`src/rtl/dout_capture_fifo.sv`:
```
// -----------------------------------------------------------------------------
// dout_capture_fifo
//
// Purpose:
//   Watches the CPU result port (Data_Out) and records only value changes.
//   Each change is written into a small FIFO and handed to a downstream
//   consumer over a valid/ready handshake, so a long-running program leaves
//   a compact trace of its results.
//
// Optional feature (compile-time macro CAPTURE_TS_EN):
//   When defined, a free-running TS_WIDTH-bit cycle counter is built. Its
//   value at the push edge is stored with each entry and presented on out_ts.
//   The counter starts from reset and is not affected by clear.
//   When undefined, no counter or timestamp storage exists and out_ts is 0.
//
// Parameters:
//   DATA_WIDTH - width of the sampled result and of each FIFO entry
//   DEPTH      - number of FIFO entries (power of two, >= 2)
//   TS_WIDTH   - timestamp width (only meaningful with CAPTURE_TS_EN)
//
// Ports:
//   clk        in   system clock, rising edge
//   rst        in   asynchronous active-high reset
//   clear      in   synchronous flush of FIFO, change detector and overflow
//   en         in   capture enable; data_in is sampled only while high
//   data_in    in   CPU result being monitored
//   out_valid  out  head entry available
//   out_ready  in   consumer accepts the head entry
//   out_data   out  head entry value (0 while empty)
//   out_ts     out  head entry timestamp (0 while empty or without the macro)
//   count      out  number of stored entries, 0..DEPTH
//   full       out  count == DEPTH
//   empty      out  count == 0
//   overflow   out  sticky; a change was dropped because the FIFO was full
// -----------------------------------------------------------------------------
module dout_capture_fifo #(
    parameter int DATA_WIDTH = 32,
    parameter int DEPTH      = 8,
    parameter int TS_WIDTH   = 16
) (
    input  logic                     clk,
    input  logic                     rst,
    input  logic                     clear,
    input  logic                     en,
    input  logic [DATA_WIDTH-1:0]    data_in,
    output logic                     out_valid,
    input  logic                     out_ready,
    output logic [DATA_WIDTH-1:0]    out_data,
    output logic [TS_WIDTH-1:0]      out_ts,
    output logic [$clog2(DEPTH):0]   count,
    output logic                     full,
    output logic                     empty,
    output logic                     overflow
);

    localparam int            AW      = $clog2(DEPTH);
    localparam logic [AW:0]   DEPTH_C = (AW+1)'(DEPTH);
    localparam logic [AW:0]   PTR_ONE = (AW+1)'(1);

    // Pointers carry one extra MSB so that equal low bits with differing
    // MSBs means full, and fully equal pointers means empty.
    logic [AW:0]             wr_ptr_q, wr_ptr_d;
    logic [AW:0]             rd_ptr_q, rd_ptr_d;
    logic                    last_valid_q, last_valid_d;
    logic [DATA_WIDTH-1:0]   last_val_q;
    logic                    overflow_q, overflow_d;

    logic [DATA_WIDTH-1:0]   mem_q [DEPTH];

    logic [AW:0]             count_w;
    logic                    full_w;
    logic                    empty_w;
    logic                    push_req;
    logic                    pop;
    logic                    push;
    logic                    drop;
    logic                    wr_en;

    // -------------------------------------------------------------------------
    // Occupancy and handshake decode
    // -------------------------------------------------------------------------
    always_comb begin
        count_w  = wr_ptr_q - rd_ptr_q;
        empty_w  = (count_w == '0);
        full_w   = (count_w == DEPTH_C);
        push_req = en && (!last_valid_q || (data_in != last_val_q));
        pop      = !empty_w && out_ready;
        // A pop on the same edge frees the slot the push needs.
        push     = push_req && (!full_w || pop);
        drop     = push_req && full_w && !pop;
        wr_en    = push && !clear;
    end

    // -------------------------------------------------------------------------
    // Next-state for control registers; clear overrides push and pop.
    // -------------------------------------------------------------------------
    always_comb begin
        wr_ptr_d     = wr_ptr_q;
        rd_ptr_d     = rd_ptr_q;
        last_valid_d = last_valid_q;
        overflow_d   = overflow_q;
        if (clear) begin
            wr_ptr_d     = '0;
            rd_ptr_d     = '0;
            last_valid_d = 1'b0;
            overflow_d   = 1'b0;
        end else begin
            if (push) begin
                wr_ptr_d = wr_ptr_q + PTR_ONE;
            end
            if (pop) begin
                rd_ptr_d = rd_ptr_q + PTR_ONE;
            end
            if (drop) begin
                overflow_d = 1'b1;
            end
            if (en) begin
                last_valid_d = 1'b1;
            end
        end
    end

    always_ff @(posedge clk or posedge rst) begin
        if (rst) begin
            wr_ptr_q     <= '0;
            rd_ptr_q     <= '0;
            last_valid_q <= 1'b0;
            overflow_q   <= 1'b0;
        end else begin
            wr_ptr_q     <= wr_ptr_d;
            rd_ptr_q     <= rd_ptr_d;
            last_valid_q <= last_valid_d;
            overflow_q   <= overflow_d;
        end
    end

    // -------------------------------------------------------------------------
    // Data-path registers: no reset needed, qualified by last_valid / pointers.
    // A dropped value still updates last_val so it is never retried.
    // -------------------------------------------------------------------------
    always_ff @(posedge clk) begin
        if (en && !clear) begin
            last_val_q <= data_in;
        end
        if (wr_en) begin
            mem_q[wr_ptr_q[AW-1:0]] <= data_in;
        end
    end

    // -------------------------------------------------------------------------
    // Outputs
    // -------------------------------------------------------------------------
    assign count     = count_w;
    assign full      = full_w;
    assign empty     = empty_w;
    assign out_valid = !empty_w;
    assign overflow  = overflow_q;
    assign out_data  = empty_w ? '0 : mem_q[rd_ptr_q[AW-1:0]];

`ifdef CAPTURE_TS_EN
    logic [TS_WIDTH-1:0] ts_q;
    logic [TS_WIDTH-1:0] ts_mem_q [DEPTH];

    // Free-running; wraps naturally at 2^TS_WIDTH and ignores clear.
    always_ff @(posedge clk or posedge rst) begin
        if (rst) begin
            ts_q <= '0;
        end else begin
            ts_q <= ts_q + TS_WIDTH'(1);
        end
    end

    always_ff @(posedge clk) begin
        if (wr_en) begin
            ts_mem_q[wr_ptr_q[AW-1:0]] <= ts_q;
        end
    end

    assign out_ts = empty_w ? '0 : ts_mem_q[rd_ptr_q[AW-1:0]];
`else
    assign out_ts = '0;
`endif

endmodule

```
`config.mk`:
```
export PLATFORM = sky130hd
export DESIGN_NAME = dout_capture_fifo
export DESIGN_NICKNAME = d
export VERILOG_FILES = /design/src/rtl/dout_capture_fifo.sv
export SDC_FILE = /design/constraint.sdc
export NUM_CORES = 1
export LEC_CHECK = 0
export CAP_MARGIN = 30
export CORE_MARGIN = 2
export CORE_UTILIZATION = 50
export DETAILED_ROUTE_END_ITERATION = 10
export PLACE_DENSITY = 0.76
export SYNTH_ARGS = -nofsm -noshare
export SYNTH_HDL_FRONTEND = slang
export SYNTH_SLANG_ARGS = --single-unit
```
`constraint.sdc`:
```
create_clock -name clk -period 7.2 [get_ports clk]
set_clock_uncertainty 0.2 [all_clocks]
set_input_delay 1.08 -clock clk [delete_from_list [all_inputs] [get_ports clk]]
set_output_delay 1.08 -clock clk [all_outputs]
set_load 0.01 [all_outputs]
```
; ---- After elaboration in Yosys (flattened, before gate mapping)
; Memory sizes are Yosys's and may differ from the RTL's.
; Index checks and enable logic that the tools add are counted.
[word_totals]
memories = 1
inputBits = 37
ram_bits = 256
regBits = 42
[op_classes]
muxes = 11
n_eq_ne = 2
addsub = 3
n_reduce_logical = 19
[memory_table]
columns = memory, depth, width, rd, rd_ports_with_merged_regs, wr, line
row1 = mem_q, 8, 32, 1, 0, 1, 68  ; logic [DATA_WIDTH-1:0] mem_q [DEPTH];
[ops]
columns = operator, n
row1 = $mux 32, 1
row2 = $ne 32x32->1, 1
row3 = $mux 4, 4
row4 = $add 4x1->4 const B, 2
row5 = $reduce_bool 2->1, 4
row6 = $logic_and 1x1->1, 7
row7 = $mux 1, 6
row8 = $logic_not 1->1, 5
row9 = $eq 4x4->1 const B, 1
row10 = $logic_not 4->1, 1
row11 = $sub 4x4->4, 1
row12 = $logic_or 1x1->1, 2

; ---- Logic depth before layout (Yosys ltp)
[logic_depth]
depth_word = 9
depth_mapped = 12
depth_no_buf = 10

; ---- Least setup slack after synthesis
; OpenSTA, ideal clock, no wires.
[synth_path]
kind = register to register
start = register rd_ptr_q[1]
end = memory mem_q[0][0] (enable)
path_slack_ps = 1600
required_time_ps = 6539
path_stages_with_launch = 13
setup_time_ps = 461
arrival_ps = 4938
path_cell_list = dfrtp_1 buf_1 clkbuf_1 inv_1 fa_1 xor2_1 or3_1 clkbuf_1 nor2_1 o21a_1 or2_1 buf_6 nor3_1
[synth_via]
elab_chain_len = 9
[synth_rtl]
columns = element, line
row1 = start: declaration, 63  ; logic [AW:0] rd_ptr_q, rd_ptr_d;
row2 = start signal: assignment, 131  ; rd_ptr_q <= rd_ptr_d;
row3 = $sub 4x4->4 *, 83  ; count_w = wr_ptr_q - rd_ptr_q;
row4 = via count[2], 50  ; output logic [$clog2(DEPTH):0] count,
row5 = $logic_not 4->1, 84  ; empty_w = (count_w == '0);
row6 = $logic_not 1->1, 87  ; pop = !empty_w && out_ready;
row7 = $logic_and 1x1->1, 87
row8 = $logic_or 1x1->1 *, 89  ; push = push_req && (!full_w || pop);
row9 = $logic_and 1x1->1 *, 89
row10 = $logic_and 1x1->1 *, 91  ; wr_en = push && !clear;
row11 = $mux 1 *, 145  ; if (wr_en) begin
row12 = $mux 1 (implied by the code) *, 146  ; mem_q[wr_ptr_q[AW-1:0]] <= data_in;
row13 = end: declaration, 68
; The timed path passes the listed nets; every way through them passes the cells marked *.

; ---- Final worst setup path
[layout_path]
start = register rd_ptr_q[2]
end = output port out_data[4]
[layout_via]
elab_chain_len = 3
[layout_rtl]
columns = element, line
row1 = $sub 4x4->4, 83
row2 = $logic_not 4->1, 84
row3 = $mux 32 *, 158  ; assign out_data = empty_w ? '0 : mem_q[rd_ptr_q[AW-1:0]];
row4 = end: declaration, 48  ; output logic [DATA_WIDTH-1:0] out_data,
; Every way passes the cells marked *; elsewhere a longest branch is shown, timed or not.

==> impl_results.md <==
- Max Cap Viol: 0
- Syn Area/Cell: 19.1 sq um
- Reg2reg path depth: 11
- Largest net degree at the start of global routing: 68
- Number of flops mapped to enable cells by yosys: 288
- Max Buffers Root-to-Sink: 3
- Die Y: 158 microns
- Yosys top cell area share: 73.1%
- Arrival @ worst endpoint: 4360 ps
- Mux contribution to synthesized area: 12.6%
- Final Cycle Share: 78.3%
- Total die area: 24,900 sq um
- Largest family of logic cells by synthesized area: multiplexers
- NumNets Final: 755
- Leak: 4.47 nW
- Mapped Cells: 618
- Row count: 56
- Main synth FF type: edfxtp_1
- Synth warn: 0
- Post-Synthesis Cell Area: 11,800 sq um
- HPWL after DPL: 13,300 microns
- VDD IR max: 0.281 mV
- Area share of and/or/nand/nor cells after synthesis: 4.41%
- Initial DRC Count: 402
- Post-CTS sizing: 0
- Root buffer cell: clkbuf_16
- Drt via density: 5.63
- Final WL: 23,600 microns
- Hold Path Depth: 2
- Core Footprint: 23,300 sq um
- Vias in the first global route: 6,158
- Congestion Overflow GR: 0
- Worst-Margin Slew: 1000 ps
- Slew margin rel.: 33.1%
- Netlist cell types: 43
- Initial antenna violation count: 0
- Register area share after synthesis: 75.2%
- Cells taking the most area after synthesis: edfxtp_1 (73%), mux4_2 (12%), nand2_1 (2.1%)
- Min cycle time layout: 5640 ps
- CP Launch Type: flip-flop
- Total GRT Usage: 19.8%
- Clk Latency, worst-skew pair: 550 ps
- Per-cell routed wire length: 22.5 microns
- N_diodes: 0
- First-pass GRT wire length: 36,400 microns
- Clock slew at reported path FFs: 60 ps
- Top-count cell post-synth: edfxtp_1
- H-tree depth: 1
- DRC viols: 0
- CTS Buf Count: 29
- Post-CTS setup buffers: 0
- Synth Area in Adders: 0.698%
- Largest area contributor in the netlist: edfxtp_1
- Die width: 158 microns
- Final setup viols: 0
- CTS tree: built
- Crit end category: primary output
- Minimum setup slack among reg-to-reg paths: 2690 ps
- Post-synth top cells: edfxtp_1 (288), nand2_1 (67), mux4_2 (64)
- Starting Density: 50.7%
- Ratio of cells with drive above 1 in the final layout: 19.4%
- Io pins: 93
- Area Growth Syn to Fin: 17.4%
- PwrDens: 341 nW/um^2
- Crit-path max FO: 34
- Kind of critical path: reg -> out
- Worst EP required: 5920 ps
- Post-CTS Hold Buffers: 0
- Xor and xnor area share after synthesis: 2.74%
- Synth Area in Compound Gates: 2.06%
- Yosys reg bits: 298
- Final GP Congestion: 0.764
- RSZ-0062 raised after global routing: false
- Status: completed
- Pins Over Slew Limit: 0
- Setup TNS: 0 ps
- Min Hold Slack: 377 ps
- PortBufs: 76
- Final hold viol count: 0
- Fmax: 0.177 GHz
- Drt first pass iters: 5
- Hold crit path type: reg -> reg
- CTS sink cnt: 298
- Async S/R FF share, synth: 3.36%
- Vias: 5,915
- Final antenna-violating net count: 0
per-layer routing:
layer  global-route usage, %  part of all wire [%]  vias up
met1                    27.2                    41     3088
met5                       0                     0        -
met2                    33.3                    51      204
li1                        -                     -     2583
met3                    3.01                   6.6       40
met4                    5.93                   2.1        0
layout make-up:
type	instances	area [sq um]
tap	319	399
multi-input combinational	284	2780
clock inverter	18	148
clock buffer	33	741
inverter	8	30.0
sequential	298	8900
fill	1675	9440
timing repair buffer	91	897
worst max-delay path, cell delays in order, from the launching register on:
cell and delay (ps):
dfrtp_1 320, buf_4 410, clkinv_1 120, buf_4 290, ha_1 360, o21ai_0 110, a21boi_0 230, or2_2 400
nor2_4 790, a21oi_1 180, clkdlybuf4s50_1 550
kinds of logic after synthesis:
family,after synthesis
adders and majority gates,6
xor gates and xnor gates,37
and+or+nand+nor,115
AOI/OAI and AO/OA,42
muxes,68
DFF,298
buffers and inverters,51
other,1
through the flow:
| step | utilization [%] | std cells | total power [W] | instance area [sq um] | setup WS [ps] |
|---|---|---|---|---|---|
| floorplan | - | 633 | 0.00278 | 11900 | 1600 |
| global placement | 55.5 | 997 | 0.00335 | 13000 | 2220 |
| detailed placement | 55.7 | 1000 | 0.00337 | 13000 | 2150 |
| CTS | 59.5 | 1051 | 0.00478 | 13900 | 1570 |
| global route | 59.5 | 1051 | 0.00494 | 13900 | 1260 |
| finish | 59.5 | 1051 | 0.00474 | 13900 | 1560 |
path summary, 6_finish.rpt:
kind / startpoint / endpoint
worst max-delay path: rd_ptr_q[2] / out_data[4]
worst min-delay path: overflow / overflow
worst max register to register: rd_ptr_q[0] / mem_q[5][20]
worst min register to register: overflow / overflow
max in group asynchronous: rst / rd_ptr_q[0]
min in group asynchronous: rst / wr_ptr_q[0]
state kept, by name, summed over array words and instances (netlist names):
| register | flops |
|---|---|
| last_val_q | 32 |
| last_valid_q | 1 |
| mem_q | 256 |
| overflow | 1 |
| rd_ptr_q | 4 |
| wr_ptr_q | 4 |
cell usage in the layout, fill, tap and decap left out, drive strengths merged, types with 2 or more instances in the layout:
master         instances
inv                    7
dfrtp                 10
mux2                   2
clkinvlp               2
o21ai                  3
nor3                   8
or3                    2
nor2                  12
nand4                  4
nor3b                  2
or2                    4
mux2i                  2
conb                  16
nand2b                 3
nor2b                  5
xor2                  19
o31ai                  2
clkinv                15
nand2                 67
nor4                   4
clkbuf                33
xnor2                 18
a21oi                 32
edfxtp               288
buf                   15
mux4                  64
ha                     5
clkdlybuf4s50         76
bufinv                 2
where the power goes:
| group | switching (W) | internal [W] | total, W |
|---|---|---|---|
| logic | 0.000633 | 0.000663 | 0.00130 |
| clock network | 0.000609 | 0.000807 | 0.00142 |
| registers | 0.0000580 | 0.00197 | 0.00203 |
Power figures use the tool's default switching activity.
